==> src/rtl/mem_stage_pkg.sv <==
// Shared widths, stall encoding and load-type codes for the MEM stage.
// The macros stay available for legacy files that still use the defines header.
`ifndef MEM_STAGE_DEFINES_SVH
`define MEM_STAGE_DEFINES_SVH
`define EX_TO_MEM_WD 80
`define MEM_TO_WB_WD 70
`define StallBus     6
`define Stop         1'b1
`define NoStop       1'b0
`define LB           4'b0001
`define LBU          4'b0010
`define LH           4'b0011
`define LHU          4'b0100
`define LW           4'b1111
`endif

package mem_stage_pkg;

  localparam int unsigned EX_TO_MEM_WD = `EX_TO_MEM_WD;
  localparam int unsigned MEM_TO_WB_WD = `MEM_TO_WB_WD;
  localparam int unsigned STALL_BUS_WD = `StallBus;
  localparam int unsigned HILO_WD      = 66;
  localparam int unsigned MEM_TO_ID_WD = 38;

  localparam int unsigned STALL_EXMEM = 3;
  localparam int unsigned STALL_MEMWB = 4;

  localparam logic STOP    = `Stop;
  localparam logic NO_STOP = `NoStop;

  localparam logic [3:0] LD_LB  = `LB;
  localparam logic [3:0] LD_LBU = `LBU;
  localparam logic [3:0] LD_LH  = `LH;
  localparam logic [3:0] LD_LHU = `LHU;
  localparam logic [3:0] LD_LW  = `LW;

  typedef struct packed {
    logic [31:0] pc;
    logic        ram_en;
    logic [3:0]  ram_wen;
    logic        sel_rf_res;
    logic        rf_we;
    logic [4:0]  rf_waddr;
    logic [31:0] ex_result;
    logic [3:0]  ram_read;
  } ex_to_mem_t;

  typedef struct packed {
    logic        hi_we;
    logic        lo_we;
    logic [31:0] hi;
    logic [31:0] lo;
  } hilo_t;

  function automatic logic is_load(input logic [3:0] code);
    return (code == LD_LB) || (code == LD_LBU) || (code == LD_LH) ||
           (code == LD_LHU) || (code == LD_LW);
  endfunction

endpackage

==> src/rtl/mem_stage_load_align.sv <==
// Load data alignment: selects the addressed byte/halfword of the SRAM word
// and sign- or zero-extends it according to the load-type code.
module load_align
  import mem_stage_pkg::*;
(
  input  logic [3:0]  code,
  input  logic [1:0]  addr,
  input  logic [31:0] rdata,
  output logic [31:0] data
);

  logic [7:0]  byte_sel;
  logic [15:0] half_sel;

  always_comb begin
    byte_sel = rdata[7:0];
    case (addr)
      2'd0: byte_sel = rdata[7:0];
      2'd1: byte_sel = rdata[15:8];
      2'd2: byte_sel = rdata[23:16];
      2'd3: byte_sel = rdata[31:24];
      default: byte_sel = rdata[7:0];
    endcase
  end

  // addr[0] is deliberately ignored for halfwords; EX traps misalignment.
  assign half_sel = addr[1] ? rdata[31:16] : rdata[15:0];

  always_comb begin
    data = '0;
    case (code)
      LD_LB:   data = {{24{byte_sel[7]}}, byte_sel};
      LD_LBU:  data = {24'd0, byte_sel};
      LD_LH:   data = {{16{half_sel[15]}}, half_sel};
      LD_LHU:  data = {16'd0, half_sel};
      LD_LW:   data = rdata;
      default: data = '0;
    endcase
  end

endmodule

==> src/rtl/mem_stage.sv <==
// MEM pipeline stage: EX/MEM register with stall/bubble control, load data
// alignment and the WB / ID forwarding buses.
module mem_stage
  import mem_stage_pkg::*;
(
  input  logic                    clk,
  input  logic                    rst,
  input  logic [STALL_BUS_WD-1:0] stall,
  input  logic [EX_TO_MEM_WD-1:0] ex_to_mem_bus,
  input  logic [HILO_WD-1:0]      ex_to_mem1,
  input  logic [31:0]             data_sram_rdata,
  output logic [MEM_TO_WB_WD-1:0] mem_to_wb_bus,
  output logic [HILO_WD-1:0]      mem_to_wb1,
  output logic [MEM_TO_ID_WD-1:0] mem_to_id_bus,
  output logic [HILO_WD-1:0]      mem_to_id_2
);

  ex_to_mem_t ex_q, ex_d;
  hilo_t      hilo_q, hilo_d;

  logic        stop_exmem;
  logic        stop_memwb;
  logic [31:0] load_data;
  logic [31:0] rf_wdata;
  logic        use_load;

  assign stop_exmem = (stall[STALL_EXMEM] == STOP);
  assign stop_memwb = (stall[STALL_MEMWB] == STOP);

  // Bubble only when MEM/WB keeps moving; if both stop, hold.
  always_comb begin
    ex_d   = ex_q;
    hilo_d = hilo_q;
    if (stop_exmem && !stop_memwb) begin
      ex_d   = '0;
      hilo_d = '0;
    end else if (!stop_exmem) begin
      ex_d   = ex_to_mem_bus;
      hilo_d = ex_to_mem1;
    end
  end

  always_ff @(posedge clk) begin
    if (rst) begin
      ex_q   <= '0;
      hilo_q <= '0;
    end else begin
      ex_q   <= ex_d;
      hilo_q <= hilo_d;
    end
  end

  load_align u_load_align (
    .code  (ex_q.ram_read),
    .addr  (ex_q.ex_result[1:0]),
    .rdata (data_sram_rdata),
    .data  (load_data)
  );

  assign use_load = ex_q.sel_rf_res && ex_q.ram_en && is_load(ex_q.ram_read);
  assign rf_wdata = use_load ? load_data : ex_q.ex_result;

  assign mem_to_wb_bus = {ex_q.pc, ex_q.rf_we, ex_q.rf_waddr, rf_wdata};
  assign mem_to_id_bus = {ex_q.rf_we, ex_q.rf_waddr, rf_wdata};
  assign mem_to_wb1    = hilo_q;
  assign mem_to_id_2   = hilo_q;

  // Byte-write strobes and the other stages' stall bits are not needed here.
  logic unused_bits;
  assign unused_bits = ^{ex_q.ram_wen, stall[5], stall[2:0]};

endmodule

==> config.mk <==
export PLATFORM = sky130hd
export DESIGN_NAME = mem_stage
export DESIGN_NICKNAME = d
export VERILOG_FILES = /design/src/rtl/mem_stage_pkg.sv /design/src/rtl/mem_stage_load_align.sv /design/src/rtl/mem_stage.sv
export SDC_FILE = /design/constraint.sdc
export NUM_CORES = 1
export LEC_CHECK = 0
export CAP_MARGIN = 10
export CORE_AREA = 2 2 167 169
export CTS_CLUSTER_SIZE = 10
export DETAILED_ROUTE_END_ITERATION = 12
export DIE_AREA = 0 0 169 171
export GPL_TIMING_DRIVEN = 0
export PLACE_DENSITY = 0.72
export SYNTH_ARGS = -nofsm -noshare
export SYNTH_HDL_FRONTEND = slang
export SYNTH_SLANG_ARGS = --single-unit
==> constraint.sdc <==
create_clock -name clk -period 5.15 [get_ports clk]
set_input_delay 1.545 -clock clk [delete_from_list [all_inputs] [get_ports clk]]
set_output_delay 1.545 -clock clk [all_outputs]
set_load 0.05 [all_outputs]
Word-level counts from Yosys, hierarchy flattened
Index checks and enable logic that the tools add are counted.
{ "word_totals": {"register_bits": 142, "latch_bits": 0, "ram_bits": 0, "rom_bits": 0, "input_bits": 186, "word_cells": 33, "mem_count": 0} }
{ "op_classes": {"addsub": 0, "multipliers": 0, "div": 0, "n_lt_le_gt_ge": 0, "n_eq_ne": 8, "n_shift": 0, "n_mux": 4, "bitwise": 0, "n_reduce_logical": 10} }
{ "op_table": {"columns": ["operator", "count"], "rows": [
  ["$pmux W32 S5", 1],
  ["$mux W32", 1],
  ["$pmux W8 S4", 1],
  ["$mux W16", 1],
  ["$eq A4 B2 Y1 const B", 2],
  ["$eq A2 B2 Y1 const B", 2],
  ["$eq A4 B1 Y1 const B", 1],
  ["$eq A4 B3 Y1 const B", 1],
  ["$eq A4 B4 Y1 const B", 1],
  ["$logic_or A1 B1 Y1", 4],
  ["$logic_and A1 B1 Y1", 3],
  ["$eq A2 B1 Y1 const B", 1],
  ["$logic_not A2 Y1", 1],
  ["$reduce_or A2 Y1", 1],
  ["$logic_not A1 Y1", 1]
]} }

Longest topological paths before layout
Gate-level depths: netlist (run 1).
{ "logic_depth": {"word_depth": 7, "mapped_depth": 9, "ltp_nobuf": 4} }

Cells and area by module
From an unflattened synthesis (run 1), not the netlist that was laid out.
{ "hier_totals": {"cells_unflattened": 752, "hier_area_um2": 7368.3} }
{ "by_module_without_submodules": {"columns": ["module", "n_inst", "cells_each", "area_per_inst_um2"], "rows": [
  ["mem_stage", 1, 645, 6485.0],
  ["load_align", 1, 107, 883.3]
]} }

Least setup slack after synthesis (run 1)
OpenSTA, ideal clock, no wires.
{ "synth_timing": {"path_type": "input to output", "startpoint": "input port data_sram_rdata[31]", "endpoint": "output port mem_to_wb_bus[10]", "arrival_time_ns": 3.335, "required_ns": 3.605, "setup_slack_ns": 0.270, "path_stages": 4, "path_cell_list": "mux4_2 a311oi_4 a31oi_1 buf_4"} }
{ "synth_between": {"elab_chain_cells": 3} }
{ "synth_rtl": {"columns": ["item", "line_no", "source"], "rows": [
  ["start: declaration", "mem_stage.sv:11", "input logic [31:0] data_sram_rdata,"],
  ["$pmux W8 S4", "mem_stage_load_align.sv:17", "case (addr)"],
  ["$pmux W32 S5", "mem_stage_load_align.sv:31", "case (code)"],
  ["$mux W32", "mem_stage.sv:61", "assign rf_wdata = use_load ? load_data : ex_q.ex_result;"],
  ["end: declaration", "mem_stage.sv:12", "output logic [MEM_TO_WB_WD-1:0] mem_to_wb_bus,"]
]} }
Every way passes these cells.

Final worst setup path (run 1)
{ "layout_timing": {"startpoint": "input port data_sram_rdata[27]", "endpoint": "output port mem_to_id_bus[3]"} }
{ "layout_between": {"elab_chain_cells": 3} }
{ "layout_rtl": {"columns": ["item", "line_no", "source"], "rows": [
  ["$pmux W8 S4", "mem_stage_load_align.sv:17", null],
  ["$pmux W32 S5", "mem_stage_load_align.sv:31", null],
  ["$mux W32", "mem_stage.sv:61", null],
  ["end: declaration", "mem_stage.sv:14", "output logic [MEM_TO_ID_WD-1:0] mem_to_id_bus,"]
]} }
Every way passes these cells.

==> impl_metrics.csv, run 1 <==
group,metric,value,unit
routing,wl_met3,1947,µm
floorplan,rows,61,
logic_synthesis,synth-simple-area-share,0.1124,
hold_path,hold_path.class,"register to register",
routing,drtAntennaViolNets,0,
power,pwr_density_cell,271.3,nW/µm²
floorplan,initial_core_util,0.2666,
logic_synthesis,yosys_warnings,0,
timing,worst_clock_skew,0,ps
flow_run,drv_cap,0,
cts,hold_buffers,0,
logic_synthesis,synthArstFlopShare,0,
timing,timing.final.max_slew_violations,0,
cts,cts_root_buffer,"clkbuf_16",
logic_synthesis,synth_top_family_by_area,"multiplexers",
global_route,grt_pass1_vias,6780,
critical_path,worstPathMaxFanout,3,
critical_path,critPathBufInv,2,
routing,dr.max_layer_used,"met5",
routing,drt-initial-drc-count,389,
routing,drtPass1Iterations,5,
timing,max-slew-margin-rel,0.3961,
floorplan,die_area,28900,µm²
critical_path,slowest_stage,"clkdlybuf4s50_1",
routing,drt-vias-per-instance,4.417,
global_route,track_usage,0.1741,
logic_synthesis,yosys.area_share.adder,0,
cts,htree_levels,4,
logic_synthesis,yosysTopAreaCellShare,0.3903,
timing,max_freq,0.1951,GHz
timing,post-route-min-period,5127,ps
logic_synthesis,synthXorXnorAreaFrac,0.001203,
global_route,antenna_found_initial,3,
finish,drive_above_1_share,0.2166,
timing,final.period_utilization,0.9955,
cts,numCtsBuffers,17,
critical_path,path_cells,"clkdlybuf4s50_1 -> mux4_2 -> a22oi_1 -> a31oi_1 -> clkdlybuf4s50_1",
floorplan,ioPinCount,426,
place,dp_slack,-704.7,ps
power,leakagePower,5.621,nW
finish,fill_cells,2659,
global_route,overflow,0,
floorplan,dieWidth,169,µm
finish,area_growth,71.98,%
logic_synthesis,synth_area,7283,µm²
power,ir_worst_vdd,0.1737,mV
global_route,grt_max_degree,17,
logic_synthesis,synthDistinctLibCells,41,
routing,wire_per_inst,16.82,µm
timing,setup_ws,23.42,ps
routing,wirelength,26350,µm
logic_synthesis,muxShareOfSynthArea,0.2240,
cts,insertion_delay,410,ps
logic_synthesis,synth.most_common_cell,"nor2_1",
critical_path,end_kind,"output port",
routing,dr_wl_met2,13300,µm
critical_path,cpPeakStageDelay,730,ps
outcome,outcome,"complete, no violations",
timing,finalHoldViolCount,0,
critical_path,arrival,3580,ps
timing,rsz0062_at_grt,"yes",
logic_synthesis,syn_nets,944,
logic_synthesis,synthFlopType,"dfxtp_1",
critical_path,cp_top_family,"buffers and inverters",
cts,cts.path.max_buffers,2,
timing,finalSetupViolations,0,
global_route,grt_pass1_wl,38700,µm
routing,vias,6921,
logic_synthesis,syn-mean-instance-area,9.608,µm²
cts,cts_sinks,142,
place,dpl.hpwl,20600,µm
timing,tightest_slew,905.9,ps
logic_synthesis,synth-seq-cells,142,
logic_synthesis,yosys-top-cells-count,"nor2_1, mux2i_1, buf_4",
place,portBuffers,416,
critical_path,cp_common_cell,"clkdlybuf4s50_1",
place,gp_congestion,0.9044,
critical_path,critPathLaunchType,"input pin",
logic_synthesis,synthTopCellsByArea,"dfxtp_1, mux2i_1, buf_4, nor2_1, mux4_2",
timing,setup_tns,0,ps
critical_path,path_class,"input pin to output port",
cts,clk_pin_slew,70,ps
logic_synthesis,syn_inst,758,
routing,m1WireLength,10360,µm
critical_path,required,3610,ps
logic_synthesis,yosysTopAreaCell,"dfxtp_1",
cts,cts_tree,"done",
floorplan,fp.coreArea,27320,µm²
finish,nNetsFinal,1392,
logic_synthesis,synth_compound_area_frac,0.08675,
logic_synthesis,synth_seq_area_share,0.3903,
logic_synthesis,synth_edf_count,0,
floorplan,die_h,171,µm
routing,drcViolationCount,0,
-- layer usage --
layer / global-route usage / vias up
met1: 0.2002 / 3228
met5: 0 / -
met4: 0.06652 / 2
met2: 0.3077 / 324
li1: - / 3316
met3: 0.04811 / 51
-- cell families (layout without fill, tap and decap cells) --
| kind of cell | after synthesis | count (layout) |
|---|---|---|
| buffers and inverters | 197 | 658 |
| and+or+nand+nor | 190 | 190 |
| muxes | 153 | 153 |
| DFF | 142 | 142 |
| AOI/OAI and AO/OA | 75 | 75 |
| xor gates and xnor gates | 1 | 1 |
| other | 0 | 2 |
-- worst reg2reg max path, delay by kind of cell (launching register included) --
family	cells	cell delay, ps
buf+inv	2	710
flops	1	310
mux	1	160
simple gates	1	110
-- through the flow --
stage          hold slack (ps)  utilization  area [µm²]  cells  power, mW
4_1_cts                  502.5       0.4576       12500   1564      3.441
3_5_place_dp             485.8       0.4348       11880   1520      2.214
5_1_grt                  523.7       0.4584       12530   1567      3.531
3_3_place_gp             475.5       0.4348       11880   1520      2.206
6_report                 497.9       0.4584       12530   1567      3.398
2_1_floorplan            464.2            -        7283    758      1.826
-- layout make-up --
class / count / area, µm² / area share
multi-input cells: 419 / 3105 / 0.2479
well taps: 346 / 432.9 / 0.03456
diodes: 2 / 5.005 / 0.0003996
inverters: 2 / 7.507 / 0.0005993
clock inverters: 14 / 135.1 / 0.01079
clock buffers: 18 / 439.2 / 0.03506
flip-flops and latches: 142 / 2843 / 0.2269
plain buffers: 195 / 1343 / 0.1072
repair buffers: 429 / 4215 / 0.3365
-- layout by cell type (no fill, tap or decap), types with 2 or more instances in the layout --
cell type / count
a2bb2oi_1: 8
inv_6: 5
clkbuf_1: 28
clkdlybuf4s50_1: 351
clkdlybuf4s15_2: 5
mux4_2: 8
buf_4: 158
clkbuf_2: 2
nand2_1: 27
a21oi_1: 7
nor2_1: 147
buf_1: 2
dfxtp_1: 142
and2_1: 2
a31oi_1: 14
clkinvlp_4: 2
a22oi_1: 6
inv_1: 2
mux2i_1: 144
dlymetal6s2s_1: 8
inv_8: 6
a21o_1: 2
a21oi_2: 8
o21ai_0: 14
clkbuf_16: 17
buf_2: 18
dlygate4sd1_1: 2
diode_2: 2
buf_6: 9
a2bb2oi_2: 9
dlygate4sd2_1: 40
-- report_power, final --
group | total, mW | switching [mW] | internal [mW]
registers | 1.20 | 0.0414 | 1.15
clock network | 1.22 | 0.560 | 0.658
logic | 0.985 | 0.559 | 0.426
-- timing repair --
item / CTS / global route
buffers inserted: 12 / 1
setup endpoints to repair: 59 / 21
resized for setup: 94 / 23
pin swaps: 2 / 1
-- worst paths after layout --
path                                          to  cells after the start           startpoint  slack, ps
worst min-delay path                    ex_q[22]                      2             ex_q[22]        500
worst min register to register          ex_q[22]                      2             ex_q[22]        500
worst max-delay path            mem_to_id_bus[3]                      5  data_sram_rdata[27]         20
worst max register to register           ex_q[5]                      4              ex_q[5]       3800
-- registers in the layout, summed over array words and instances, names as in the netlist --
signal and count:
ex_q 38, mem_to_id_2 66, mem_to_id_bus 6, mem_to_wb_bus 32
Note: power is estimated with default switching activity, not from simulation.
==> run 2, diff against run 1 <==
--- a/config.mk
+++ b/config.mk
@@ -6,12 +6,12 @@
 export NUM_CORES = 1
 export LEC_CHECK = 0
 export CAP_MARGIN = 10
-export CORE_AREA = 2 2 167 169
+export CORE_AREA = 2 2 166 168
 export CTS_CLUSTER_SIZE = 10
 export DETAILED_ROUTE_END_ITERATION = 12
-export DIE_AREA = 0 0 169 171
+export DIE_AREA = 0 0 168 170
 export GPL_TIMING_DRIVEN = 0
-export PLACE_DENSITY = 0.72
+export PLACE_DENSITY = 0.74
 export SYNTH_ARGS = -nofsm -noshare
 export SYNTH_HDL_FRONTEND = slang
 export SYNTH_SLANG_ARGS = --single-unit
==> constraint.sdc (replaced) <==
create_clock -name clk -period 4.3 [get_ports clk]
set_input_delay 1.29 -clock clk [delete_from_list [all_inputs] [get_ports clk]]
set_output_delay 1.29 -clock clk [all_outputs]
set_load 0.05 [all_outputs]
==> run 2 against run 1 <==
Non-clock buffer count fell by 5. Via count down 0.53%. Final cell count shrank 0.70%. First-iteration DRC count increased by 15%. Clock skew did not move. Die area down 1.2%. Clock-buffer cell count is 1 higher. Critical path depth increased by 1.
==> impl_metrics.csv, run 2 (synthesis gave the netlist of run 1 again) <==
group,metric,value,unit
outcome,outcome,"complete, no violations",
place,place_area,11870,µm²
power,leakagePower,5.461,nW
global_route,antenna_found_initial,1,
critical_path,worstPathMaxFanout,3,
finish,fin_area,12570,µm²
finish,mostFrequentLayoutCell,"clkdlybuf4s50_1",
routing,wire_per_inst,17.19,µm
floorplan,ioPinCount,426,
finish,multiInputGateArea,3197,µm²
timing,final.period_utilization,0.9921,
critical_path,required,3010,ps
finish,fill_cells,2508,
routing,drtPass1Iterations,5,
cts,cts_tree,"done",
timing,timing.final.max_slew_violations,0,
global_route,grt_pass1_vias,6997,
finish,drive_above_1_share,0.2652,
flow_run,drv_cap,0,
routing,wirelength,26740,µm
cts,numCtsBuffers,17,
timing,max-slew-margin-rel,0.4402,
critical_path,arrival,2980,ps
hold_path,hold_depth,2,
timing,finalSetupViolations,0,
finish,nNetsFinal,1387,
floorplan,rows,60,
floorplan,initial_core_util,0.2733,
finish,fin_cells,1556,
power,totalPowerFinal,4.132,mW
finish,seqCellArea,2843,µm²
timing,tightest_slew,839.7,ps
routing,drtAntennaViolNets,0,
critical_path,end_kind,"output port",
cts,hold_buffers,0,
hold_path,hold_path.class,"register to register",
place,placed_cells,1515,
place,portBuffers,416,
timing,max_freq,0.2344,GHz
routing,vias,6884,
routing,drt-initial-drc-count,449,
floorplan,fp.coreArea,26650,µm²
critical_path,r2r_start,"ex_q[5]",
global_route,overflow,0,
cts,cts_sinks,142,
place,dpl.hpwl,20850,µm
finish,area_growth,72.55,%
finish,fin_util,0.4715,
cts,htree_levels,4,
cts,clk_pin_slew,70,ps
cts,insertion_delay,410,ps
power,pwr_density_cell,328.8,nW/µm²
critical_path,critPathLaunchType,"input pin",
timing,worst_clock_skew,0,ps
timing,post-route-min-period,4266,ps
critical_path,reg2reg_depth,4,
timing,finalHoldViolCount,0,
routing,drt-vias-per-instance,4.424,
global_route,grt_max_degree,17,
place,gp_congestion,0.8688,
cts,cts_root_buffer,"clkbuf_16",
critical_path,cp-startpoint,"data_sram_rdata[22]",
timing,holdWs,496.2,ps
hold_path,worstHoldStart,"mem_to_wb_bus[50]",
global_route,track_usage,0.1797,
cts,cts.path.max_buffers,2,
floorplan,die_h,170,µm
finish,mostFrequentLayoutCells,"clkdlybuf4s50_1, nor2_1, buf_4",
critical_path,path_class,"input pin to output port",
timing,rsz0062_at_grt,"no",
routing,drcViolationCount,0,
floorplan,die_area,28560,µm²
floorplan,dieWidth,168,µm
power,ir_worst_vdd,0.1995,mV
finish,largest_reg_flops,66,
global_route,grt_pass1_wl,39780,µm
-- run 2: cell count changes in the layout (fill, tap and decap cells not counted), sizes merged --
cell           previous run  this run
dlygate4sd2              40         0
buf                     188       214
clkdlybuf4s15             5        22
clkdlybuf4s50           351       342
clkbuf                   48        54
inv                      13         9
bufinv                    0         2
dlygate4sd1               2         0
dlymetal6s2s              8         6
clkinv                    1         2
diode                     2         1
-- run 2: critical path, cell delays in order --
cell and delay (ps):
clkdlybuf4s50_1 480, mux4_2 490, a22oi_1 190, a31oi_1 160
buf_4 160, buf_2 200
-- run 2: repair_timing --
action                                  CTS  global route
endpoints found under the setup margin   64            33
pin swaps                                 2             1
hold endpoints to repair                  0             0
buffers inserted                          6             0
resized for setup                       300            42
cloned                                    2             0
-- run 2: report_power, final --
group | internal [mW] | leakage (nW) | total, mW | switching [mW]
sequential | 1.38 | 1.16 | 1.43 | 0.0510
combinational | 0.508 | 4.01 | 1.18 | 0.672
clock | 0.887 | 0.288 | 1.52 | 0.632
-- run 2: metrics by stage --
| stage | setup TNS (ps) | setup WS [ps] |
|---|---|---|
| 2_1_floorplan | -563.7 | -70.47 |
| 3_3_place_gp | -43830 | -1088 |
| 3_5_place_dp | -44770 | -1126 |
| 4_1_cts | 0 | 0.3284 |
| 5_1_grt | 0 | 2.830 |
| 6_report | 0 | 33.81 |
-- run 2: layout make-up --
type,instances,area share
Clock inverter,13,0.01215
Multi-Input combinational cell,419,0.2544
Clock buffer,19,0.03524
Timing Repair Buffer,424,0.3301
Inverter,2,0.0005974
Buffer,195,0.1071
Tap cell,341,0.03395
Antenna cell,1,0.0001991
Sequential cell,142,0.2262
-- run 2: path summary, 6_finish.rpt --
path                       endpoint  slack, ps
setup / recovery   mem_to_wb_bus[6]         30
hold / removal    mem_to_wb_bus[50]        500
setup reg to reg            ex_q[5]       2980
hold reg to reg   mem_to_wb_bus[50]        500
-- run 2: routing by layer --
layer | routed length, µm | up-vias | global-route usage | part of all wire
met2 | 13760 | 313 | 0.3318 | 0.51
met3 | 1757 | 30 | 0.04442 | 0.066
met1 | 10670 | 3235 | 0.2023 | 0.40
met5 | 0 | - | 0 | 0
li1 | - | 3306 | - | -
met4 | 551 | 0 | 0.05898 | 0.021
==> run 3, diff against run 2 <==
--- a/config.mk
+++ b/config.mk
@@ -7,9 +7,10 @@
 export LEC_CHECK = 0
 export CAP_MARGIN = 10
 export CORE_AREA = 2 2 166 168
-export CTS_CLUSTER_SIZE = 10
+export CTS_CLUSTER_SIZE = 14
 export DETAILED_ROUTE_END_ITERATION = 12
 export DIE_AREA = 0 0 168 170
+export GPL_ROUTABILITY_DRIVEN = 0
 export GPL_TIMING_DRIVEN = 0
 export PLACE_DENSITY = 0.74
 export SYNTH_ARGS = -nofsm -noshare
==> results of run 3 <==
Same layout as run 2: the final DEF is identical, and so are final timing and power.
